<file path="src/rtl/hilo_muldiv_seq.sv">
// hilo_muldiv_seq: multi-cycle radix-2 shift-add multiplier that owns HI/LO.
// Serves MUL/MULT/MULTU/MADD/MSUB plus MTHI/MTLO/MFHI/MFLO and stalls on
// HI/LO hazards. Optional build macro: EARLY_TERM_EN (leave CALC as soon
// as the remaining multiplier bits are all zero; results are unchanged).
//
// Handshake: an op is offered while op_valid=1. While stall=1 the pipeline
// keeps op_valid/ALUcnt/A/B stable and re-offers the same op next cycle; an
// op offered with stall=0 is consumed at that clock edge. flush kills
// whatever is offered or in flight and always wins.
module hilo_muldiv_seq #(
   parameter int WIDTH = 32
) (
   input  logic             Clk,
   input  logic             Reset,
   input  logic             op_valid,
   input  logic [5:0]       ALUcnt,
   input  logic [WIDTH-1:0] A,
   input  logic [WIDTH-1:0] B,
   input  logic             flush,
   output logic             stall,
   output logic             busy,
   output logic             done,
   output logic [WIDTH-1:0] mul_result,
   output logic [WIDTH-1:0] hilo_rdata,
   output logic [WIDTH-1:0] HI,
   output logic [WIDTH-1:0] LO,
   output logic [1:0]       dbg_state
);

   localparam logic [5:0] OP_MUL   = 6'b000010;
   localparam logic [5:0] OP_MULTU = 6'b000011;
   localparam logic [5:0] OP_MADD  = 6'b000100;
   localparam logic [5:0] OP_MSUB  = 6'b000101;
   localparam logic [5:0] OP_MULT  = 6'b011000;
   localparam logic [5:0] OP_MTHI  = 6'b010100;
   localparam logic [5:0] OP_MTLO  = 6'b010101;
   localparam logic [5:0] OP_MFHI  = 6'b010110;
   localparam logic [5:0] OP_MFLO  = 6'b010111;
   localparam int CW = $clog2(WIDTH + 1);

   typedef enum logic [1:0] {S_IDLE = 2'd0, S_CALC = 2'd1, S_FIX = 2'd2} state_t;

   state_t              state, state_nx;
   logic [WIDTH-1:0]    mcand, mrem, mplier, acc_hi;
   logic [CW-1:0]       cnt;
   logic                neg_q, mul_retire;
   logic [5:0]          op_q;
   logic [WIDTH-1:0]    hi_q, lo_q;

   logic                is_mul, is_mult_cls, is_hilo_cls, is_signed_op;
   logic                accept, iter_last, idle_wr;
   logic [WIDTH-1:0]    a_mag, b_mag, addend;
   logic [WIDTH:0]      sum;
   logic [2*WIDTH-1:0]  pair, raw, prod, hilo_cur;

   // Decode the presented ALU control code.
   always_comb begin
      is_mul       = (ALUcnt == OP_MUL);
      is_mult_cls  = is_mul || (ALUcnt == OP_MULTU) || (ALUcnt == OP_MADD) ||
                     (ALUcnt == OP_MSUB) || (ALUcnt == OP_MULT);
      is_hilo_cls  = is_mult_cls || (ALUcnt == OP_MTHI) || (ALUcnt == OP_MTLO) ||
                     (ALUcnt == OP_MFHI) || (ALUcnt == OP_MFLO);
      is_signed_op = is_mult_cls && (ALUcnt != OP_MULTU);
   end

   assign accept  = (state == S_IDLE) && op_valid && !flush && !mul_retire && is_mult_cls;
   assign idle_wr = (state == S_IDLE) && op_valid && !flush;
   assign a_mag   = (is_signed_op && A[WIDTH-1]) ? -A : A;
   assign b_mag   = (is_signed_op && B[WIDTH-1]) ? -B : B;

   // One shift-add step: add the multiplicand into the upper half when the
   // current multiplier bit is set; the carry lands in the next shift.
   assign addend = mrem[0] ? mcand : {WIDTH{1'b0}};
   assign sum    = {1'b0, acc_hi} + {1'b0, addend};

`ifdef EARLY_TERM_EN
   assign iter_last = (mrem[WIDTH-1:1] == '0) || (cnt == CW'(WIDTH - 1));
`else
   assign iter_last = (cnt == CW'(WIDTH - 1));
`endif

   // Realign the pair after an early exit, then apply the sign.
   always_comb begin
      pair = {acc_hi, mplier};
`ifdef EARLY_TERM_EN
      raw  = pair >> (CW'(WIDTH) - cnt);
`else
      raw  = pair;
`endif
      prod     = neg_q ? -raw : raw;
      hilo_cur = {hi_q, lo_q};
   end

   // State register.
   always_ff @(posedge Clk or posedge Reset) begin
      if (Reset) state <= S_IDLE;
      else       state <= state_nx;
   end

   // Next-state logic; flush aborts any in-flight multiply.
   always_comb begin
      state_nx = state;
      case (state)
         S_IDLE:  if (accept) state_nx = S_CALC;
         S_CALC:  if (flush) state_nx = S_IDLE;
                  else if (iter_last) state_nx = S_FIX;
         S_FIX:   state_nx = S_IDLE;
         default: state_nx = S_IDLE;
      endcase
   end

   // Multiplier datapath: load magnitudes on accept, iterate in CALC.
   always_ff @(posedge Clk or posedge Reset) begin
      if (Reset) begin
         mcand  <= '0;
         mrem   <= '0;
         mplier <= '0;
         acc_hi <= '0;
         cnt    <= '0;
         neg_q  <= 1'b0;
         op_q   <= '0;
      end else if (accept) begin
         mcand  <= a_mag;
         mrem   <= b_mag;
         mplier <= b_mag;
         acc_hi <= '0;
         cnt    <= '0;
         neg_q  <= is_signed_op && (A[WIDTH-1] ^ B[WIDTH-1]);
         op_q   <= ALUcnt;
      end else if (state == S_CALC && !flush) begin
         acc_hi <= sum[WIDTH:1];
         mplier <= {sum[0], mplier[WIDTH-1:1]};
         mrem   <= mrem >> 1;
         cnt    <= cnt + 1'b1;
      end
   end

   // HI/LO and MUL result commit, done pulse, and MUL retire marker.
   always_ff @(posedge Clk or posedge Reset) begin
      if (Reset) begin
         hi_q       <= '0;
         lo_q       <= '0;
         mul_result <= '0;
         done       <= 1'b0;
         mul_retire <= 1'b0;
      end else begin
         done       <= 1'b0;
         mul_retire <= 1'b0;
         if (state == S_FIX && !flush) begin
            done       <= 1'b1;
            mul_retire <= (op_q == OP_MUL);
            case (op_q)
               OP_MULT, OP_MULTU: {hi_q, lo_q} <= prod;
               OP_MADD:           {hi_q, lo_q} <= hilo_cur + prod;
               OP_MSUB:           {hi_q, lo_q} <= hilo_cur - prod;
               OP_MUL:            mul_result   <= prod[WIDTH-1:0];
               default:           ;
            endcase
         end else if (idle_wr) begin
            if (ALUcnt == OP_MTHI) hi_q <= A;
            if (ALUcnt == OP_MTLO) lo_q <= A;
         end
      end
   end

   // Read port and hazard stall.
   always_comb begin
      hilo_rdata = '0;
      if (op_valid && ALUcnt == OP_MFHI) hilo_rdata = hi_q;
      if (op_valid && ALUcnt == OP_MFLO) hilo_rdata = lo_q;
   end

   assign busy      = (state != S_IDLE);
   assign stall     = !Reset && op_valid &&
                      ((is_hilo_cls && busy) ||
                       (is_mul && state == S_IDLE && !flush && !mul_retire));
   assign HI        = hi_q;
   assign LO        = lo_q;
   assign dbg_state = state;

endmodule
</file>
<file path="config.mk">
export PLATFORM = sky130hd
export DESIGN_NAME = hilo_muldiv_seq
export DESIGN_NICKNAME = d
export VERILOG_FILES = /design/src/rtl/hilo_muldiv_seq.sv
export SDC_FILE = /design/constraint.sdc
export NUM_CORES = 1
export LEC_CHECK = 0
export ABC_AREA = 0
export CELL_PAD_IN_SITES_DETAIL_PLACEMENT = 1
export CELL_PAD_IN_SITES_GLOBAL_PLACEMENT = 2
export CORE_ASPECT_RATIO = 1.4
export CORE_MARGIN = 8
export CORE_UTILIZATION = 35
export DETAILED_ROUTE_END_ITERATION = 8
export PLACE_DENSITY = 0.91
export SLEW_MARGIN = 15
export SYNTH_ARGS = -nofsm -noshare
export SYNTH_HDL_FRONTEND = slang
export SYNTH_SLANG_ARGS = --single-unit
</file>
<file path="constraint.sdc">
create_clock -name Clk -period 15 [get_ports Clk]
set_clock_uncertainty 0.05 [all_clocks]
set_input_delay 3.75 -clock Clk [delete_from_list [all_inputs] [get_ports Clk]]
set_output_delay 3.75 -clock Clk [all_outputs]
set_load 0.01 [all_outputs]
</file>
Yosys cells after proc, flatten, opt, wreduce, memory -nomap -nowiden
Index checks and enable logic that the tools add are counted.

storage, ports and cells
  bits in registers = 241
  logic and storage cells = 111
  input bits = 74

cells by class
  bitwise gates (word level) = 1
  muxes and demuxes = 28
  add/sub/neg operators = 7
  reductions and logical operators = 41
  equality and inequality tests = 21

operators by type and width
  operator             number
  $mux 32              17
  $pmux 32 s3          2
  $add 64x64->64       1
  $mux 64              1
  $neg 32->32          2
  $neg 64->64          1
  $sub 64x64->64       1
  $eq 6x5->1 const B   7
  $add 32x32->33       1
  $eq 6x2->1 const B   4
  $eq 6x3->1 const B   4
  $logic_and 1x1->1    18
  $mux 6               2
  $reduce_bool 2->1    5
  $logic_or 1x1->1     9
  $add 6x1->6 const B  1
  $mux 2               3
  $ne 6x2->1 const B   1
  $reduce_and 3->1     2
  $ne 4x1->1 const B   1
  $pmux 2 s2           1
  $reduce_and 2->1     2
  $logic_not 1->1      3
  $ne 3x3->1 const B   1
  7 further kinds      8

Longest topological paths before layout
Gate-level depths: netlist of the first run.

  word-level depth = 12
  depth in mapped cells = 24
  mapped depth without buffers = 24

Least setup slack after synthesis of the first run
Ideal clock, no wire load.

  path type = input to output
  start point = in Reset
  end point = out stall
  path buffers = 0
  setup slack = 1.758 ns
  cell stages on the path = 2
  required time = 11.200 ns
  arrival time = 9.442 ns
  cells stage by stage = inv_1 -> and3_1

between the ends
  word-level cells in the longest chain between the ends = 3

ends and longest elaborated chain
  element                         line  source
  start, declared                 14    input logic Reset,
  $logic_not 1->1                 174   assign stall = !Reset && op_valid &&
  $logic_and 1x1->1 (2 in a row)  174
  end, declared                   20    output logic stall,

Every way passes these cells.

Final worst setup path of the first run
  start point = in ALUcnt[2]
  end point = out stall

between the ends
  word-level cells in the longest chain between the ends = 12
  elaborated cells between the ends (all ways) = 23
  those cells by class = 9 x eq/ne; 14 x reduce/logical

ends and longest elaborated chain
  element                        line    source
  start, declared                16      input logic [5:0] ALUcnt,
  $eq 6x2->1 (on tied branches)  58, 59
  $logic_or 1x1->1 (3 in a row)  59      is_mult_cls = is_mul || (ALUcnt == OP_MULTU) || (ALUcnt == OP_MADD) ||
  $logic_or 1x1->1               60      (ALUcnt == OP_MSUB) || (ALUcnt == OP_MULT);
  $logic_or 1x1->1 (3 in a row)  61      is_hilo_cls = is_mult_cls || (ALUcnt == OP_MTHI) || (ALUcnt == OP_MTLO) ||
  $logic_or 1x1->1               62      (ALUcnt == OP_MFHI) || (ALUcnt == OP_MFLO);
  $logic_and 1x1->1              175     ((is_hilo_cls && busy) ||
  $logic_or 1x1->1 *             175
  $logic_and 1x1->1 *            174

Mark *: on every way between the ends. The rest lies on a longest branch, timed or not.

==> results of run 1 <==
## state kept, by name (all words and copies together) (netlist names)
signal / flops
mplier: 32
cnt: 6
dbg_state: 2
done: 1
op_q: 6
neg_q: 1
mcand: 32
HI: 32
mrem: 32
mul_retire: 1
acc_hi: 32
LO: 32
mul_result: 32
## metrics by stage
stage                     power (mW)  worst slack (ns)  cell area [um^2]  utilization [%]  hold WS (ns)
after detailed placement       2.665             5.214             25300            39.53        0.4119
final                          3.402             5.230             26190            40.93        0.4215
after CTS                      3.378             5.207             26190            40.93        0.4239
after global routing           3.593             5.041             26190            40.93        0.4526
after global placement         2.617             5.204             25300            39.53        0.3967
after floorplan                2.034             1.758             22480                -        0.3804
## layout make-up
| type | instances | area, um^2 |
|---|---|---|
| Inverter | 151 | 574.3 |
| Clock buffer | 35 | 755.7 |
| Multi-Input combinational cell | 2428 | 15290 |
| Timing Repair Buffer | 245 | 2350 |
| Tap cell | 840 | 1051 |
| Fill cell | 7868 | 37810 |
| Clock inverter | 11 | 141.4 |
| Sequential cell | 241 | 6036 |
## kinds of logic (layout without fill, tap and decap cells)
kind of cell	Yosys count	in the layout	share of synthesized area [%]
AO/OA/AOI/OAI	956	956	26.27
adder cells (fa/ha/maj)	179	179	10.06
AND/OR/NAND/NOR	1032	1032	21.07
buffers and inverters	320	442	5.376
flip-flops	241	241	26.82
XOR/XNOR	220	220	8.570
multiplexers	41	41	1.831
## power groups by stage
stage / Clock (mW) / Combinational (mW) / Sequential [mW]
2_1_floorplan: 0 / 1.15 / 0.881
3_3_place_gp: 0 / 1.65 / 0.963
3_5_place_dp: 0 / 1.69 / 0.973
4_1_cts: 0.708 / 1.71 / 0.963
5_1_grt: 0.727 / 1.88 / 0.982
6_report: 0.700 / 1.74 / 0.967
## placed cells by master, fill, tap and decap left out, types with 27 or more instances in the layout
master | synthesis | final
nand2_1 | 333 | 331
o21bai_1 | 32 | 32
clkdlybuf4s50_1 | 0 | 205
nand2b_1 | 36 | 36
clkbuf_16 | 0 | 27
a211oi_1 | 46 | 46
a31oi_1 | 72 | 72
nor3_1 | 43 | 42
nor4_1 | 43 | 42
o21ai_0 | 244 | 243
a21oi_1 | 295 | 294
and2_1 | 42 | 41
nor2_1 | 323 | 322
inv_1 | 149 | 148
ha_1 | 176 | 176
buf_4 | 0 | 39
o31ai_1 | 70 | 70
dfrtp_1 | 241 | 239
xor2_1 | 98 | 98
a21o_1 | 40 | 40
mux2i_1 | 40 | 40
nand3_1 | 85 | 85
xnor2_1 | 122 | 122
## worst paths after layout
kind	startpoint	endpoint	slack [ns]	cells past startpoint
min	mcand[31]	mcand[31]	0.42	2
max	ALUcnt[2]	stall	5.23	10
min in group asynchronous	Reset	mcand[29]	3.59	2
min reg2reg	mcand[31]	mcand[31]	0.42	2
max reg2reg	mplier[15]	HI[31]	6.90	23
max in group asynchronous	Reset	mul_result[13]	9.21	4
## routing by layer
metal  up-vias  share of wire [%]  GRT usage, %
met4         2                5.3         13.47
met2       773                 47         47.01
li1      10841                  -             -
met3       212                5.1         3.016
met5         -              0.014             0
met1     11839                 42         34.41
## critical path: cells and delay by family
| kind | cells | cell delay, ns |
|---|---|---|
| and+or+nand+nor | 5 | 0.85 |
| buffers and inverters | 2 | 1.04 |
| AOI/OAI and AO/OA | 3 | 0.34 |
==> impl_metrics.ini, run 1 <==
[status]
status = complete, no violations

[die]
dieArea_um2 = 72720
num_io_pins = 207
std_cell_rows = 110
die_height_um = 315.9
initial_core_util_pct = 35.13
die_w_um = 230.2
design.core.area_um2 = 64000

[pwr]
leakage_nw = 11.42
p_comb_share_pct = 51.0
power_frac_seq_pct = 28.4
clock_power_share_pct = 20.6
p_per_area_nw_per_um2 = 129.9
p_sw_mw = 1.612
p_int_mw = 1.790
swShare_pct = 47.38
vdd_ir_drop_max_mv = 0.08852

[sta]
setup_tns_ns = 0
fmax_ghz = 0.1024
setup_violations = 0
worst_pin_slew_ns = 1.077
layout_min_cycle_time_ns = 9.770
finalCritPeriodShare_pct = 65.14
final_hold_viol_count = 0
relSlewSlack_pct = 28.18
drv_slew = 0
rsz0062_at_grt = no

[clocking]
clk_pin_slew_ns = 0.06
post_cts_buffers = 0
insertion_delay_ns = 0.56
root_buffer = clkbuf_16
cts_resized = 0
holdBufCountCts = 0
clk_path_buf_depth = 3
clock_sinks = 241
cts_tree = built
htreeDepth = 1
cts_inserted_buffers = 26

[drt]
drt-total-wl_um = 103800
via_count = 23667
ant_nets = 0
viasPerCell = 5.990
routedWlPerCell_um = 26.28
drt_first_pass_iters = 5
drt_iter0_markers = 1887
drc = 0

[logic_synthesis]
yosys.area.top_type = dfrtp_1
ys_seq_area_share_pct = 26.82
ys_types = 78
netlist_area_um2 = 22480
ys.flop_type = dfrtp_1
synth-seq-cells = 241
syn_inst = 2989
synth_nets = 3242
synthTopCellsByArea = dfrtp_1 27%, ha_1 9.8%, a21oi_1 6.6%
synth_area_per_cell_um2 = 7.522
yosysMostFrequentCell = nand2_1
synth_edf_count = 0
yosys_warnings = 0
synthTopCellsByCount = 333 x nand2_1, 323 x nor2_1, 295 x a21oi_1, 244 x o21ai_0, 241 x dfrtp_1
async_reset_ff_share_pct = 100.0
netlist.area_leader.share_pct = 26.82

[critical_path]
cpMaxStageDelayCell = clkdlybuf4s50_1
crit_path_start_kind = input port
crit_type = in -> out
critPathMaxStageDelay_ns = 0.54
crit_chain = clkdlybuf4s50_1 > nor2_1 > nand3_1 > a21oi_1 > a21oi_1 > nor2_1 > nor3_1 > a21oi_1 > and3_1 > clkdlybuf4s50_1
cp.required_ns = 11.20
endpoint_kind = output port
cp_max_fo = 6
critPathMostFrequentCell = a21oi_1
cp_data_arrival_time_ns = 5.97

[finish]
nets = 3346
layoutNonFillerInstCount = 3951
drive_gt1_share_pct = 3.922
area_growth_syn_to_layout_pct = 16.50
antennaDiodeCount = 0

[placement]
gp_congestion = 0.9890
dp.cells = 3905
hpwl_um = 81910
io_buffers = 206

[worst_hold_path]
worstHoldPathType = reg -> reg

[global_routing]
grt_start_max_net_pins = 103
antenna_found_initial = 2
track_usage_pct = 27.58
grt_overflow = 0
grt_pass1_wl_um = 156300
grt_pass1_vias = 24793

[run]
maxCapViolations = 0
(Power assumes the default switching activity.)
==> run 2: changes to the inputs <==
==> constraint.sdc (replaced) <==
create_clock -name Clk -period 9.03 [get_ports Clk]
set_clock_uncertainty 0.05 [all_clocks]
set_input_delay 2.2575 -clock Clk [delete_from_list [all_inputs] [get_ports Clk]]
set_output_delay 2.2575 -clock Clk [all_outputs]
set_load 0.01 [all_outputs]
==> impl_metrics.ini, run 2 (synthesized netlist as in run 1, its figures left out) <==
[die]
std_cell_rows = 110
num_io_pins = 207
design.core.area_um2 = 64000
die_height_um = 315.9
die_w_um = 230.2
initial_core_util_pct = 35.13
dieArea_um2 = 72720

[finish]
drive_gt1_share_pct = 4.139
final_cell_mix = 331 x nand2_1, 322 x nor2_1, 294 x a21oi_1
area_growth_syn_to_layout_pct = 17.23
multiInputGateArea_um2 = 15290
nets = 3347
regArea_um2 = 6036
final_common_cell = nand2_1
layoutNonFillerInstCount = 3958
n_fill_cell = 7806
fin_util_pct = 41.18

[clocking]
root_buffer = clkbuf_16
htreeDepth = 1
cts_inserted_buffers = 29
cts_tree = built
clock_sinks = 241
holdBufCountCts = 0
clk_path_buf_depth = 3
cts_resized = 0
post_cts_buffers = 0
clk_pin_slew_ns = 0.06
insertion_delay_ns = 0.60

[placement]
dp.cells = 3903
hpwl_um = 80150
io_buffers = 206
gp_congestion = 1.005
place_ws_ns = 1.496

[critical_path]
worstPathBufferInverterCount = 2
cpMaxStageDelayCell = or4b_4
critPathMaxStageDelay_ns = 0.56
crit_path_start_kind = flop
crit_chain = or4_4 > or3_4 > or4b_4 > or4_1 > or2_2 > nand2b_1 > nand2b_1 > o41ai_1 > xor2_1 > inv_1 > ha_1 > inv_1 > a21oi_1 > a21oi_1 > o31a_1 > o311a_1 > o41ai_1 > o21ai_0 > a311oi_1 > o21ai_0 > o2111a_1 > nor4_1 > nand2_1
cp_top_family = simple AND/OR/NAND/NOR gates
cp_max_fo = 6
endpoint_kind = flop
crit_type = reg -> reg
cp_data_arrival_time_ns = 8.08
cp.required_ns = 9.43

[sta]
relSlewSlack_pct = 26.20
setup_tns_ns = 0
layout_min_cycle_time_ns = 7.686
final_hold_viol_count = 0
drv_slew = 0
worst_pin_slew_ns = 1.104
setup_violations = 0
rsz0062_at_grt = no
layout_setup_ws_ns = 1.344
finalCritPeriodShare_pct = 85.12
fmax_ghz = 0.1301

[global_routing]
grt_pass1_vias = 24807
grt_overflow = 0
grt_pass1_wl_um = 155200
grt_start_max_net_pins = 103
track_usage_pct = 27.35
antenna_found_initial = 3

[drt]
viasPerCell = 6.010
drc = 0
via_count = 23789
ant_nets = 0
drt-total-wl_um = 103600
drt_iter0_markers = 1681
drt_first_pass_iters = 5
routedWlPerCell_um = 26.18

[status]
status = complete, no violations

[worst_hold_path]
worstHoldPathType = reg -> reg

[pwr]
p_per_area_nw_per_um2 = 219.9
vdd_ir_drop_max_mv = 0.1468
leakage_nw = 11.48

[run]
maxCapViolations = 0
==> run 2: cell count changes in the layout (fill, tap and decap cells not counted) <==
cell | before | now
buf_4 | 39 | 37
bufinv_16 | 3 | 6
clkbuf_1 | 3 | 2
clkbuf_16 | 27 | 29
clkinv_2 | 4 | 2
clkinvlp_4 | 3 | 5
diode_2 | 0 | 1
inv_6 | 0 | 4
==> run 2: worst reg2reg max path, cell delays in order (launching register included) <==
cell	delay, ns
dfrtp_1	0.45
or4_4	0.56
or3_4	0.35
or4b_4	0.56
or4_1	0.47
or2_2	0.32
nand2b_1	0.19
nand2b_1	0.24
o41ai_1	0.37
xor2_1	0.40
inv_1	0.12
ha_1	0.41
inv_1	0.09
a21oi_1	0.26
a21oi_1	0.16
o31a_1	0.31
o311a_1	0.34
o41ai_1	0.32
o21ai_0	0.20
a311oi_1	0.34
o21ai_0	0.27
o2111a_1	0.30
nor4_1	0.37
nand2_1	0.09
==> run 2: area by class of cell <==
cell class,count,area share [%]
tap,840,3.987
multi-input combinational,2428,57.99
inverter,151,2.165
sequential,241,22.90
antenna,1,0.009494
clock buffer,36,3.043
timing repair buffer,243,8.858
clock inverter,18,1.044
==> run 2: through the flow <==
| stage | cell area [um^2] | power, mW | hold slack [ns] |
|---|---|---|---|
| 2_1_floorplan | 22490 | 3.380 | 0.3804 |
| 3_3_place_gp | 25280 | 4.284 | 0.3983 |
| 3_5_place_dp | 25280 | 4.375 | 0.4140 |
| 4_1_cts | 26360 | 5.765 | 0.4282 |
| 5_1_grt | 26360 | 6.114 | 0.4513 |
| 6_report | 26360 | 5.795 | 0.4221 |
==> run 2: report_power, final <==
group | leakage, nW | total [mW] | internal (mW) | switching, mW
Clock | 0.517 | 1.36 | 0.808 | 0.552
Sequential | 3.15 | 1.61 | 1.28 | 0.328
Combinational | 7.82 | 2.83 | 1.01 | 1.82
Total | 11.5 | 5.79 | 3.10 | 2.70
==> run 2: final timing paths <==
check | from | to | slack (ns) | cells past startpoint
min in group asynchronous | Reset | mplier[24] | 2.35 | 3
worst min register to register | mcand[9] | mcand[9] | 0.42 | 2
max in group asynchronous | Reset | acc_hi[8] | 3.99 | 6
worst max-delay path | mplier[14] | HI[31] | 1.34 | 23
worst min-delay path | mcand[9] | mcand[9] | 0.42 | 2
worst max register to register | mplier[14] | HI[31] | 1.34 | 23
==> run 2: routing by layer <==
metal / up-vias / track usage, % / routed length [um]
met3: 213 / 4.021 / 5850
met1: 11961 / 34.19 / 43740
met2: 741 / 45.81 / 48560
met4: 4 / 13.25 / 5443
li1: 10870 / - / -
met5: - / 0 / 23
==> run 3: changes to the inputs <==
--- a/config.mk
+++ b/config.mk
@@ -13,7 +13,6 @@
 export CORE_UTILIZATION = 35
 export DETAILED_ROUTE_END_ITERATION = 8
 export PLACE_DENSITY = 0.91
-export SLEW_MARGIN = 15
 export SYNTH_ARGS = -nofsm -noshare
 export SYNTH_HDL_FRONTEND = slang
 export SYNTH_SLANG_ARGS = --single-unit
==> constraint.sdc (replaced) <==
create_clock -name Clk -period 8.8 [get_ports Clk]
set_clock_uncertainty 0.05 [all_clocks]
set_input_delay 2.2 -clock Clk [delete_from_list [all_inputs] [get_ports Clk]]
set_output_delay 2.2 -clock Clk [all_outputs]
set_load 0.01 [all_outputs]
==> impl_metrics.ini, run 3 (synthesized netlist as in run 1, its figures left out) <==
[status]
status = complete, no violations

[sta]
fmax_ghz = 0.1319
final_hold_viol_count = 0
relSlewSlack_pct = 28.92
layout_min_cycle_time_ns = 7.580
whs_ns = 0.4222
layout_setup_ws_ns = 1.220
finalCritPeriodShare_pct = 86.13
rsz0062_at_grt = no
worst_pin_slew_ns = 1.062
setup_tns_ns = 0
setup_violations = 0
drv_slew = 0

[run]
maxCapViolations = 0

[critical_path]
endpoint_kind = flop
cp.required_ns = 9.18
cp_data_arrival_time_ns = 7.96
cp_max_fo = 6
reg2reg_depth = 21
crit_type = reg -> reg
crit_path_start_kind = flop

[placement]
placed_area_um2 = 25310
gp_congestion = 0.9547
hpwl_um = 82410
dp.cells = 3905
io_buffers = 206
place_ws_ns = 1.429

[drt]
drt_iter0_markers = 1701
routedWlPerCell_um = 26.93
via_count = 23753
drc = 0
viasPerCell = 6.004
ant_nets = 0
drt_first_pass_iters = 5
drt-total-wl_um = 106500

[clocking]
post_cts_buffers = 0
clock_sinks = 241
clk_pin_slew_ns = 0.07
htreeDepth = 1
insertion_delay_ns = 0.60
root_buffer = clkbuf_16
clk_path_buf_depth = 3
holdBufCountCts = 0
cts_inserted_buffers = 28
cts_tree = built
cts_resized = 0

[finish]
fin_util_pct = 41.05
area_growth_syn_to_layout_pct = 16.83
final_cell_mix = 331 x nand2_1, 322 x nor2_1, 294 x a21oi_1
layoutNonFillerInstCount = 3956
nets = 3348
antennaDiodeCount = 0
drive_gt1_share_pct = 4.076
fin_area_um2 = 26270
final_common_cell = nand2_1

[pwr]
p_comb_share_pct = 50.6
p_sw_mw = 2.796
leakage_nw = 11.45
p_per_area_nw_per_um2 = 223.8
swShare_pct = 47.57
finalPower_mw = 5.879
p_int_mw = 3.082
power_frac_seq_pct = 27.7
vdd_ir_drop_max_mv = 0.1527
clock_power_share_pct = 21.7

[worst_hold_path]
worstHoldPathType = reg -> reg
hold_path_depth = 1

[global_routing]
antenna_found_initial = 1
grt_pass1_wl_um = 159000
top_usage_layer = met2
use_met2_pct = 46.88
grt_overflow = 0
grt_start_max_net_pins = 141
track_usage_pct = 28.21
use_met3_pct = 3.168
grt_pass1_vias = 24929
met1_usage_pct = 35.36

[die]
num_io_pins = 207
die_height_um = 315.9
std_cell_rows = 110
die_w_um = 230.2
dieArea_um2 = 72720
design.core.area_um2 = 64000
initial_core_util_pct = 35.13
## run 3: path summary, 6_finish.rpt
kind,startpoint,endpoint,slack [ns]
min in group asynchronous,Reset,LO[6],2.30
worst max register to register,mplier[14],HI[29],1.22
worst min-delay path,cnt[5],dbg_state[1],0.42
worst max-delay path,mplier[14],HI[29],1.22
max in group asynchronous,Reset,neg_q,4.94
worst min register to register,cnt[5],dbg_state[1],0.42
## run 3: power by group through the flow
stage          logic [mW]  clock network, mW  registers, mW
5_1_grt              3.22               1.33           1.65
6_report             2.97               1.28           1.63
4_1_cts              2.93               1.30           1.62
2_1_floorplan        1.97                  0           1.50
3_5_place_dp         2.91                  0           1.64
3_3_place_gp         2.85                  0           1.62
## run 3: final cells by class
cell class / count / area, um^2
multi-input combinational: 2428 / 15290
timing repair buffer: 245 / 2362
inverter: 151 / 570.5
sequential: 241 / 6036
clock buffer: 33 / 739.5
tap: 840 / 1051
fill: 7883 / 37730
clock inverter: 18 / 224.0
## run 3: critical path: stages (launching register included)
cell	delay [ns]
dfrtp_1	0.43
or4_4	0.54
or3_4	0.36
or4b_4	0.56
or4_1	0.48
or2_2	0.33
o21ai_0	0.26
xor2_1	0.58
inv_1	0.16
ha_1	0.45
nor2b_1	0.10
o21a_1	0.18
o21ai_0	0.21
a21oi_1	0.12
or4_1	0.51
a21o_1	0.25
a41oi_1	0.48
o21ai_0	0.44
a221o_1	0.44
a21oi_1	0.20
xnor2_1	0.15
o221ai_1	0.14
## run 3: per-layer routing
layer  wire, um  share of wire, %
met5          0                 0
met4       6581               6.2
met3       5393               5.1
met2      49700                47
met1      44840                42
